### src/rtl/clk_div_prog_if.sv
// Configuration and output bundle for the multi-channel programmable clock divider.
// cfg_wr is a one-cycle strobe with no ready: the divider accepts every write on the edge it is seen.
interface clk_div_prog_if #(
  parameter int CH    = 4,
  parameter int WIDTH = 16
);
  logic             cfg_wr;
  logic [3:0]       cfg_ch;
  logic [WIDTH-1:0] cfg_div;
  logic             cfg_mode;
  logic             cfg_en;
  logic [CH-1:0]    clk_out;
  logic [CH-1:0]    tick;
  logic [CH-1:0]    pend;

  modport master (
    output cfg_wr, cfg_ch, cfg_div, cfg_mode, cfg_en,
    input  clk_out, tick, pend
  );

  modport slave (
    input  cfg_wr, cfg_ch, cfg_div, cfg_mode, cfg_en,
    output clk_out, tick, pend
  );
endinterface

### src/rtl/clk_div_prog.sv
// CH independent programmable dividers, each producing a 50% divided clock or a one-cycle tick.
// Divisor/mode writes are shadowed and only take over at a terminal count (or at once when disabled).
module clk_div_prog #(
  parameter int               CH      = 4,
  parameter int               WIDTH   = 16,
  parameter logic [WIDTH-1:0] DEF_DIV = WIDTH'(50000),
  parameter logic             DEF_EN  = 1'b1
) (
  input logic           clk_100M,
  input logic           rst_n,
  clk_div_prog_if.slave bus
);

  logic [WIDTH-1:0] cnt_q     [CH];
  logic [WIDTH-1:0] cnt_d     [CH];
  logic [WIDTH-1:0] div_act_q [CH];
  logic [WIDTH-1:0] div_act_d [CH];
  logic [WIDTH-1:0] div_sh_q  [CH];
  logic [WIDTH-1:0] div_sh_d  [CH];
  logic [WIDTH-1:0] d_eff     [CH];

  logic [CH-1:0] mode_act_q, mode_act_d;
  logic [CH-1:0] mode_sh_q,  mode_sh_d;
  logic [CH-1:0] pend_q,     pend_d;
  logic [CH-1:0] en_q,       en_d;
  logic [CH-1:0] clk_q,      clk_d;
  logic [CH-1:0] tick_q,     tick_d;
  logic [CH-1:0] wr_hit;
  logic [CH-1:0] tc;

  always_comb begin
    cnt_d      = cnt_q;
    div_act_d  = div_act_q;
    div_sh_d   = div_sh_q;
    mode_act_d = mode_act_q;
    mode_sh_d  = mode_sh_q;
    pend_d     = pend_q;
    en_d       = en_q;
    clk_d      = clk_q;
    tick_d     = tick_q;
    wr_hit     = '0;
    tc         = '0;
    for (int i = 0; i < CH; i++) begin
      d_eff[i]  = (div_act_q[i] == '0) ? WIDTH'(1) : div_act_q[i];
      wr_hit[i] = bus.cfg_wr && (bus.cfg_ch == 4'(i));
      tc[i]     = en_q[i] && (cnt_q[i] == d_eff[i] - WIDTH'(1));

      if (!en_q[i]) begin
        cnt_d[i]  = '0;
        tick_d[i] = 1'b0;
        clk_d[i]  = 1'b0;
        if (pend_q[i]) begin
          div_act_d[i]  = div_sh_q[i];
          mode_act_d[i] = mode_sh_q[i];
          pend_d[i]     = 1'b0;
        end
      end else if (tc[i]) begin
        cnt_d[i]  = '0;
        tick_d[i] = 1'b1;
        // A pending switch into pulse mode must not leave clk_out high.
        clk_d[i]  = (!mode_act_q[i] && !(pend_q[i] && mode_sh_q[i])) ? ~clk_q[i] : 1'b0;
        if (pend_q[i]) begin
          div_act_d[i]  = div_sh_q[i];
          mode_act_d[i] = mode_sh_q[i];
          pend_d[i]     = 1'b0;
        end
      end else begin
        cnt_d[i]  = cnt_q[i] + WIDTH'(1);
        tick_d[i] = 1'b0;
      end

      // A write lands after any apply on the same edge, so it waits for the next TC.
      if (wr_hit[i]) begin
        div_sh_d[i]  = bus.cfg_div;
        mode_sh_d[i] = bus.cfg_mode;
        pend_d[i]    = 1'b1;
        en_d[i]      = bus.cfg_en;
      end
    end
  end

  always_ff @(posedge clk_100M) begin
    if (!rst_n) begin
      for (int i = 0; i < CH; i++) begin
        cnt_q[i]     <= '0;
        div_act_q[i] <= DEF_DIV;
        div_sh_q[i]  <= DEF_DIV;
      end
      mode_act_q <= '0;
      mode_sh_q  <= '0;
      pend_q     <= '0;
      en_q       <= {CH{DEF_EN}};
      clk_q      <= '0;
      tick_q     <= '0;
    end else begin
      cnt_q      <= cnt_d;
      div_act_q  <= div_act_d;
      div_sh_q   <= div_sh_d;
      mode_act_q <= mode_act_d;
      mode_sh_q  <= mode_sh_d;
      pend_q     <= pend_d;
      en_q       <= en_d;
      clk_q      <= clk_d;
      tick_q     <= tick_d;
    end
  end

  assign bus.clk_out = clk_q;
  assign bus.tick    = tick_q;
  assign bus.pend    = pend_q;

endmodule

### src/flat_wrapper.sv
// flat-port wrapper written by rule: the top's interface ports become plain ports
module clk_div_prog_flat 
#(
  parameter int               CH      = 4,
  parameter int               WIDTH   = 16,
  parameter logic [WIDTH-1:0] DEF_DIV = WIDTH'(50000),
  parameter logic             DEF_EN  = 1'b1
)
  (clk_100M, rst_n, bus_cfg_wr, bus_cfg_ch, bus_cfg_div, bus_cfg_mode, bus_cfg_en, bus_clk_out, bus_tick, bus_pend);
  clk_div_prog_if #(.CH(CH), .WIDTH(WIDTH)) bus_i ();
  input logic clk_100M;
  input logic rst_n;
  input wire logic [$bits(bus_i.cfg_wr)-1:0] bus_cfg_wr;
  input wire logic [$bits(bus_i.cfg_ch)-1:0] bus_cfg_ch;
  input wire logic [$bits(bus_i.cfg_div)-1:0] bus_cfg_div;
  input wire logic [$bits(bus_i.cfg_mode)-1:0] bus_cfg_mode;
  input wire logic [$bits(bus_i.cfg_en)-1:0] bus_cfg_en;
  output wire logic [$bits(bus_i.clk_out)-1:0] bus_clk_out;
  output wire logic [$bits(bus_i.tick)-1:0] bus_tick;
  output wire logic [$bits(bus_i.pend)-1:0] bus_pend;
  assign bus_i.cfg_wr = bus_cfg_wr;
  assign bus_i.cfg_ch = bus_cfg_ch;
  assign bus_i.cfg_div = bus_cfg_div;
  assign bus_i.cfg_mode = bus_cfg_mode;
  assign bus_i.cfg_en = bus_cfg_en;
  assign bus_clk_out = bus_i.clk_out;
  assign bus_tick = bus_i.tick;
  assign bus_pend = bus_i.pend;
  clk_div_prog #(.CH(CH), .WIDTH(WIDTH), .DEF_DIV(DEF_DIV), .DEF_EN(DEF_EN)) u_core (.clk_100M(clk_100M), .rst_n(rst_n), .bus(bus_i));
endmodule
### config.mk
export PLATFORM = sky130hd
export DESIGN_NAME = clk_div_prog_flat
export DESIGN_NICKNAME = d
export VERILOG_FILES = /design/src/rtl/clk_div_prog_if.sv /design/src/rtl/clk_div_prog.sv /design/src/flat_wrapper.sv
export SDC_FILE = /design/constraint.sdc
export NUM_CORES = 1
export LEC_CHECK = 0
export CORE_ASPECT_RATIO = 1.75
export CORE_MARGIN = 4
export CORE_UTILIZATION = 30
export CTS_CLUSTER_SIZE = 30
export DETAILED_ROUTE_END_ITERATION = 7
export PLACE_DENSITY = 0.51
export REMOVE_ABC_BUFFERS = 1
export SKIP_CTS_REPAIR_TIMING = 1
export SYNTH_ARGS = -nofsm -noshare
export SYNTH_HDL_FRONTEND = slang
export SYNTH_SLANG_ARGS = --single-unit
### constraint.sdc
create_clock -name clk_100M -period 5.7 [get_ports clk_100M]
set_clock_uncertainty 0.05 [all_clocks]
set_input_delay 0.855 -clock clk_100M [delete_from_list [all_inputs] [get_ports clk_100M]]
set_output_delay 0.855 -clock clk_100M [all_outputs]
set_load 0.02 [all_outputs]
## Yosys cells after proc, flatten, opt, wreduce, memory -nomap -nowiden

Cells that the tools add are included.

- Register bits after elaboration: 216
- Word-level logic and storage cells: 153
- Input port bits: 25

- Equal/unequal tests: 15
- Add/subtract/negate cells: 8
- Mux-type cells: 48
- Reductions and logical operators: 37
- Bitwise logic cells: 9

Operators with widths:

| kind | number |
|---|---|
| $mux 16 | 16 |
| $add 16x1->16 const B | 4 |
| $eq 16x16->1 | 4 |
| $logic_not 16->1 | 4 |
| $sub 16x1->16 const B | 4 |
| $mux 1 | 32 |
| $logic_and 1x1->1 | 16 |
| $ne 3x3->1 const B | 4 |
| $reduce_or 3->1 | 4 |
| $not 1->1 | 9 |
| $eq 4x2->1 const B | 2 |
| $logic_not 1->1 | 8 |
| $ne 2x2->1 const B | 4 |
| $reduce_and 2->1 | 4 |
| $eq 4x1->1 const B | 1 |
| $logic_not 4->1 | 1 |

## Longest topological paths before layout

Gate-level depths: netlist of run 1.

- Depth in word-level cells: 8
- Depth in mapped cells: 16

## Worst setup path after synthesis of run 1

No wires, ideal clock.

- Kind: reg-to-reg
- From: register u_core.div_act_q[34] (netlist name)
- To: register u_core.div_act_q[37] (netlist name)
- Library setup time: 72 ps
- Stages on the path, launching flop included: 17
- Setup slack: 1,877 ps
- Arrival time: 3,702 ps
- Period minus slack after synthesis: 3,823 ps
- Cells stage by stage: dfxtp_1 buf_2 or4_1 clkbuf_1 nor4_2 nor2_1 ha_1 xor2_1 o211ai_1 a2111oi_0 nand4b_1 or4_1 buf_2 o31ai_2 buf_4 buf_6 mux2i_1

- Cells in the longest elaborated chain, start to end: 6

Ends and longest elaborated chain:

| what | RTL line | text |
|---|---|---|
| start, declared | clk_div_prog.sv:16 | `logic [WIDTH-1:0] div_act_q [CH];` |
| start signal, assigned | clk_div_prog.sv:97 | `div_act_q <= div_act_d;` |
| $logic_not 16->1 | clk_div_prog.sv:44 | `d_eff[i] = (div_act_q[i] == '0) ? WIDTH'(1) : div_act_q[i];` |
| $mux 16 (*) | clk_div_prog.sv:44 |  |
| $sub 16x1->16 (*) | clk_div_prog.sv:46 | `tc[i] = en_q[i] && (cnt_q[i] == d_eff[i] - WIDTH'(1));` |
| $eq 16x16->1 (*) | clk_div_prog.sv:46 |  |
| $logic_and 1x1->1 (*) | clk_div_prog.sv:46 |  |
| $ne 2x2->1 (no source line) (*) | -- |  |

Every way passes the cells marked *; elsewhere a longest branch is shown, timed or not.
A chain may end at the register's enable or synchronous reset.

## Worst setup path in the final report of run 1

- From: register u_core.div_act_q[60] (netlist name)
- To: register u_core.div_act_q[52] (netlist name)

Same word-level chain as after synthesis.

==> results of run 1 <==
[synthesized netlist by cell type, types with 4 or more instances]
| master | count |
|---|---|
| a211o_1 | 4 |
| a211oi_1 | 16 |
| a21boi_0 | 48 |
| a21oi_1 | 23 |
| a31oi_1 | 15 |
| a32oi_1 | 4 |
| and2_1 | 7 |
| and3_1 | 29 |
| and3b_1 | 17 |
| and4_1 | 4 |
| buf_2 | 12 |
| buf_4 | 4 |
| clkbuf_1 | 70 |
| dfxtp_1 | 216 |
| ha_1 | 8 |
| inv_1 | 18 |
| mux2i_1 | 54 |
| nand2_1 | 265 |
| nand2b_1 | 6 |
| nand3_1 | 84 |
| nand3b_1 | 15 |
| nand4_1 | 21 |
| nor2_1 | 85 |
| nor2b_1 | 41 |
| nor3_1 | 58 |
| nor3b_1 | 14 |
| nor4_1 | 16 |
| nor4_2 | 4 |
| nor4b_1 | 5 |
| o211ai_1 | 18 |
| o21a_1 | 8 |
| o21ai_0 | 15 |
| o31a_1 | 6 |
| or2_2 | 5 |
| or3_1 | 6 |
| or4_1 | 17 |
| xnor2_1 | 65 |
| xor2_1 | 50 |
[worst min-delay path, stage by stage, from the launching register on]
cell and delay (ps):
dfxtp_1 310, nand2_1 50, mux2i_1 50
[cell type report]
cell class                 count  share of cell area
clock buffer                  33              0.0509
clock inverter                 7             0.00865
inverter                      18             0.00519
multi-input combinational   1086               0.520
timing repair buffer          52              0.0370
tap                          480              0.0461
sequential                   216               0.332
[flip-flops by register name (all words and copies together), names as in the netlist]
name                count
u_core.mode_sh_q        4
u_core.div_act_q       64
u_core.bus.pend         4
u_core.bus.tick         4
u_core.bus.clk_out      4
u_core.div_sh_q        64
u_core.cnt_q           64
u_core.mode_act_q       4
u_core.en_q             4
[final timing paths]
check / from / end / slack, ps / cells past startpoint
min reg2reg: u_core.div_sh_q[39]$_SDFFE_PN0P_ / u_core.div_act_q[39]$_SDFFE_PN0P_ / 410 / 2
max reg2reg: u_core.div_act_q[60]$_SDFFE_PN0P_ / u_core.div_act_q[52]$_SDFFE_PN1P_ / 1410 / 12
max: u_core.div_act_q[60]$_SDFFE_PN0P_ / u_core.div_act_q[52]$_SDFFE_PN1P_ / 1410 / 12
min: u_core.div_sh_q[39]$_SDFFE_PN0P_ / u_core.div_act_q[39]$_SDFFE_PN0P_ / 410 / 2
[routing by layer]
metal | vias up | GRT usage | part of all wire
met5 | - | 0 | 0
met1 | 4489 | 0.159 | 0.41
met3 | 53 | 0.0147 | 0.025
met4 | 0 | 0.0568 | 0.035
li1 | 4924 | - | -
met2 | 125 | 0.262 | 0.53
[per-stage QoR]
step,instances,power (uW)
3_3_place_gp,1852,1750
2_1_floorplan,1320,1660
4_1_cts,1892,3330
5_1_grt,1892,3400
3_5_place_dp,1852,1750
6_report,1892,3280
[cell families after synthesis]
kind of cell	Yosys count
AND/OR/NAND/NOR	707
buffers and inverters	112
XOR/XNOR	116
AO/OA/AOI/OAI	200
flip-flops	216
adder cells (fa/ha/maj)	8
multiplexers	55
[power by group through the flow]
stage	clock network [uW]	registers (uW)	logic, uW
after floorplan	0	1580	77.5
after global placement	0	1590	161
after detailed placement	0	1590	162
after CTS	1620	1550	163
after global routing	1670	1560	177
final	1560	1560	159
==> metrics.md, run 1 <==
| Metric | Value |
|---|---|
| Setup violators final | 0 |
| Pint | 2530 uW |
| Clock share of power | 0.477 |
| Vias in the first global route | between 9,000 and 10,000 |
| Clk buf depth | 3 |
| Routed wire length | 29,700 um |
| Post-DP HPWL | between 20,000 and 25,000 um |
| Asr flop ratio synth | 0 |
| Post-synth top area share | 0.374 |
| WL/cell | 15.7 um |
| Max Slew Vio Count | 0 |
| Hold Crit Class | flop to flop |
| Final period util | 0.753 |
| FF+latch area | about 0.0043 sq mm |
| Synth Area in Simple Gates | 0.308 |
| Dpl cell area | ~0.012 sq mm |
| GP Congestion | approximately 0.83 |
| FILL cells | approximately 4,000 |
| DR vias | ~9,600 |
| CP required | between 6000 and 7000 ps |
| CTS tree | built |
| Width of the die | approximately 160 um |
| Area of the multi-input gates | slightly below 0.007 sq mm |
| Yosys warnings | 0 |
| Crit path buffers/inverters | 1 |
| Fmax | 0.233 GHz |
| Critical-path top delay cell | nor4_1 |
| Slew HR | 0.253 |
| DRC violations left | 0 |
| Crit-path cells | nor4_1 > nand4_1 > nor2b_1 > ha_1 > xnor2_1 > xnor2_1 > a2111oi_1 > o2111ai_1 > or4b_1 > o22ai_2 > buf_4 > mux2i_1 |
| Core ar. | 0.0379 sq mm |
| Synth Register Bits | 216 |
| Peak supply drop | approximately 0.18 mV |
| NetSw | around 750 uW |
| Synth Cell Area | between 0.01 and 0.015 sq mm |
| Syn avg cell area | about 8 sq um |
| Post-Synth XOR/XNOR Area | 0.0890 |
| Total congestion overflow | 0 |
| Fin Hold WS | between 400 and 500 ps |
| Clk_lat worst skew | 520 ps |
| Share of layout cells above drive strength 1 | 0.0567 |
| Largest family of logic cells by synthesized area | simple AND/OR/NAND/NOR gates |
| PD cells | around 250 mW/mm^2 |
| Post-synth top flop | dfxtp_1 |
| Clk root buf | clkbuf_16 |
| Synthesized instance count | 1,414 |
| Net Sw Frac | 0.227 |
| Sequential fraction of the synthesis area | 0.374 |
| CP max stage delay | 790 ps |
| RSZ-0062 raised after global routing | no |
| Status | complete, no violations |
| Post-synthesis adder-cell area fraction | 0.00866 |
| Compound-Gate Fraction of Synth Area | 0.130 |
| CTS Buf Count | 22 |
| Critical path peak fanout | 17 |
| CTS HTree Levels | 1 |
| Top delay family on crit path | simple AND/OR/NAND/NOR gates |
| Min Tclk post-route | ~4300 ps |
| PortBufs | 36 |
| MaxCap Viol Count | 0 |
| Global-route wire length before repair | 48,300 um |
| Final Util | 0.344 |
| Startpoint types | flop |
| CP endpoint kind | flop |
| Clk sink count | around 220 |
| GRT Total Usage | 0.139 |
| Hold Fails Final Rpt | 0 |
| Final setup TNS | 0 ps |
| Cell variety after synth | 76 |
| Leak | between 0.004 and 0.005 uW |
| Synth top area cells | dfxtp_1, nand2_1, xnor2_1 |
| Part of the power in registers | 0.474 |
| Pre-antenna DRT Iters | 4 |
| Post-Place Worst Slack | 1400 ps |
| Post-synth EDFFs | 0 |
| CTS clk-pin slew, worst paths | around 70 ps |
| Row count | between 90 and 100 |
| I/O pins | 37 |
| Post-DRT Antenna Nets | 0 |
| Cell area after layout | about 0.013 sq mm |
| CP arrival | approximately 4700 ps |
| Initial antenna violation count | 0 |
| N_diodes | 0 |
| Setup CP Type | flop to flop |
| Comb pwr share | 0.048 |
| Commonest non-fill, non-tap cell in the layout | nand2_1 |
| Worst Slack Setup Final | 1410 ps |
| Initial cell density of the core | 0.305 |
| Post-synth top area cell | dfxtp_1 |
| Die H | between 200 and 300 um |
| Crit-path most repeated cell | xnor2_1 |
| Die ar. | roughly 0.042 sq mm |
| Slew of the pin with the lowest slew margin | about 1100 ps |
| Largest net degree at the start of global routing | 122 |
| Area grow syn2layout | 12.6% |
| Post-synthesis mux area share | 0.0477 |
| Most frequent cells in the layout | nand2_1, dfxtp_1, nor2_1 |
| Initial drt markers | ~470 |
| Final #Nets | 1,429 |
| Post-DR vias/cell | between 5 and 6 |
No activity file was read; power rests on OpenSTA's default activity.
==> run 2, diff against run 1 <==
PLACE_DENSITY = 0.52   (was 0.51)
clock period = 3.7 ns   (was 5.7 ns; I/O delays follow)
==> run 2 against run 1 <==
Against the previous run: the flow now finishes with violations (negative setup slack); wire length grew 6.2%; largest power group unchanged; register-to-register slack lost 1400 ps; sequential cell count is the same; via count grew 4.8%; sequential power grew 53%; non-clock buffer count grew 103; critical path type unchanged; final area grew 8.1%; critical path depth grew 2; global-route usage grew 0.71 points.
==> metrics.md, run 2 (synthesis results as in run 1) <==
| Metric | Value |
|---|---|
| N_diodes | 0 (unchanged) |
| Non-Filler Instances | 1,995 (+5.4%) |
| Routed wire length | 31,500 um (+6.2%) |
| Crit-path most repeated cell | or4_4 |
| Largest net degree at the start of global routing | 101 (-17%) |
| CTS tree | built |
| Worst reg2reg setup slack | -40 ps (-1440 ps) |
| Global-route wire length before repair | 50,800 um (+5.1%) |
| Fmax | 0.268 GHz (+15%) |
| CTS clk-pin slew, worst paths | 70 ps (about the same) |
| Hold Crit Class | input pin to flop |
| Pre-antenna DRT Iters | 5 (+1) |
| RSZ-0062 raised after global routing | yes |
| Crit path buffers/inverters | 3 (+2) |
| PD cells | 355 mW/mm^2 (+41%) |
| Dpl cell area | 0.0131 sq mm (+6.5%) |
| Clk sink count | 216 (unchanged) |
| Critical path peak fanout | 8 (-9) |
| Post-Place Worst Slack | -104 ps (-1510 ps) |
| FILL cells | 3,907 (-1.4%) |
| DR vias | 10,000 (+4.8%) |
| GRT Total Usage | 0.147 (+0.00713) |
| Max Slew Vio Count | 0 (unchanged) |
| Clk root buf | clkbuf_16 |
| CP arrival | 4150 ps (-540 ps) |
| GP Congestion | 0.861 (+4.2%) |
| Width of the die | 156 um (unchanged) |
| Area grow syn2layout | 21.8% |
| MaxCap Viol Count | 0 (unchanged) |
| WL/cell | 15.8 um (+0.68%) |
| Total congestion overflow | 0 (unchanged) |
| Core ar. | 0.0379 sq mm (unchanged) |
| Clk buf depth | 3 (unchanged) |
| DRC violations left | 0 (unchanged) |
| Initial antenna violation count | 1 (+1) |
| Final #Nets | 1,532 (+7.2%) |
| Die ar. | 0.0419 sq mm (unchanged) |
| Row count | 94 (unchanged) |
| Failing checks | negative setup slack |
| Peak supply drop | 0.247 mV (+37%) |
| I/O pins | 37 (unchanged) |
| Slew of the pin with the lowest slew margin | 696 ps (-419 ps) |
| Setup violators final | 11 (+11) |
| Slew HR | 0.535 (+0.282) |
| Status | complete, but fails checks |
| Commonest non-fill, non-tap cell in the layout | nand2_1 |
| Min Tclk post-route | 3740 ps (-556 ps) |
| Worst Slack Setup Final | -38.2 ps (-1440 ps) |
| CP required | 4110 ps (-1990 ps) |
| Crit-path cells | or4_4 > nor4_4 > nor2_1 > ha_2 > nor3b_4 > buf_6 > a31oi_4 > o31a_1 > o221ai_2 > or4_4 > o31ai_4 > buf_12 > clkbuf_16 > mux2i_1 |
| Final period util | 1.01 (+0.257) |
| Initial cell density of the core | 0.305 (unchanged) |
| Top delay family on crit path | simple AND/OR/NAND/NOR gates |
| Startpoint types | flop |
| PortBufs | 36 (unchanged) |
| Cell area after layout | 0.0141 sq mm (+8.1%) |
| Post-DP HPWL | 22,900 um (+7.4%) |
| Final setup TNS | -214 ps (-214 ps) |
| CP max stage delay | 570 ps (-220 ps) |
| Top Registers | u_core.cnt_q x64, u_core.div_act_q x64, u_core.div_sh_q x64 |
| Post-DR vias/cell | 5.04 (-0.65%) |
| Initial drt markers | 510 (+8.3%) |
| CTS Buf Count | 22 (unchanged) |
| Share of layout cells above drive strength 1 | 0.138 (+0.0813) |
| Placed Cells | 1,947 (+5.1%) |
| Post-DRT Antenna Nets | 0 (unchanged) |
| Vias in the first global route | 9,852 (+6.7%) |
| Leak | 0.00493 uW (+13%) |
| Clk_lat worst skew | 530 ps (about the same) |
| Hold Fails Final Rpt | 0 (unchanged) |
| Most frequent cells in the layout | nand2_1, dfxtp_1, buf_4 |
| CTS HTree Levels | 1 (unchanged) |
| Critical-path top delay cell | or4_4 |
| Setup CP Type | flop to flop |
| Fin Hold WS | 355 ps (-54.2 ps) |
| CP endpoint kind | flop |
| Die H | 268 um (unchanged) |
## run 2: changes by cell type in the layout (fill, tap and decap cells not counted), sizes merged
| cell | before | now |
|---|---|---|
| inv | 18 | 20 |
| buf | 17 | 116 |
| bufinv | 3 | 2 |
| clkinvlp | 1 | 5 |
| clkbuf | 33 | 30 |
| clkinv | 3 | 5 |
## run 2: worst paths after layout
path / start / endpoint / cells past startpoint
worst max-delay path: u_core.div_act_q[35]$_SDFFE_PN0P_ / u_core.div_act_q[44]$_SDFFE_PN0P_ / 14
worst min-delay path: rst_n / u_core.div_sh_q[47]$_SDFFE_PN1P_ / 2
worst max register to register: u_core.div_act_q[35]$_SDFFE_PN0P_ / u_core.div_act_q[44]$_SDFFE_PN0P_ / 14
worst min register to register: u_core.div_sh_q[35]$_SDFFE_PN0P_ / u_core.div_act_q[35]$_SDFFE_PN0P_ / 2
## run 2: area by class of cell
type / instances / area [sq um] / share of cell area
clock buffer: 26 / 607 / 0.0431
clock inverter: 14 / 143 / 0.0101
inverter: 18 / 67.6 / 0.00480
multi-input combinational: 1086 / 6900 / 0.490
sequential: 216 / 4330 / 0.307
tap: 480 / 601 / 0.0427
timing repair buffer: 155 / 1430 / 0.102
## run 2: report_power, final
group | total [uW] | switching [uW] | internal, uW | leakage (uW)
sequential | 2390 | 35.6 | 2360 | 0.00175
combinational | 273 | 157 | 116 | 0.00282
clock | 2340 | 1010 | 1330 | 0.000358
## run 2: worst register-to-register path: stages (launching register included)
cell and delay [ps]:
dfxtp_2 320, or4_4 570, nor4_4 350, nor2_1 90
ha_2 180, nor3b_4 180, buf_6 130, a31oi_4 160
o31a_1 190, o221ai_2 110, or4_4 560, o31ai_4 300
buf_12 160, clkbuf_16 160, mux2i_1 180
## run 2: per-stage QoR
stage	util	power (uW)
5_1_grt	0.372	5210
2_1_floorplan	-	2560
3_5_place_dp	0.345	2720
4_1_cts	0.364	5080
6_report	0.372	5000
3_3_place_gp	0.345	2710
## run 2: per-layer routing
layer / up-vias / global-route usage / part of all wire
li1: 5129 / - / -
met1: 4715 / 0.161 / 0.39
met2: 137 / 0.279 / 0.54
met3: 64 / 0.0163 / 0.028
met4: 2 / 0.0643 / 0.038
met5: - / 0 / 0.00041
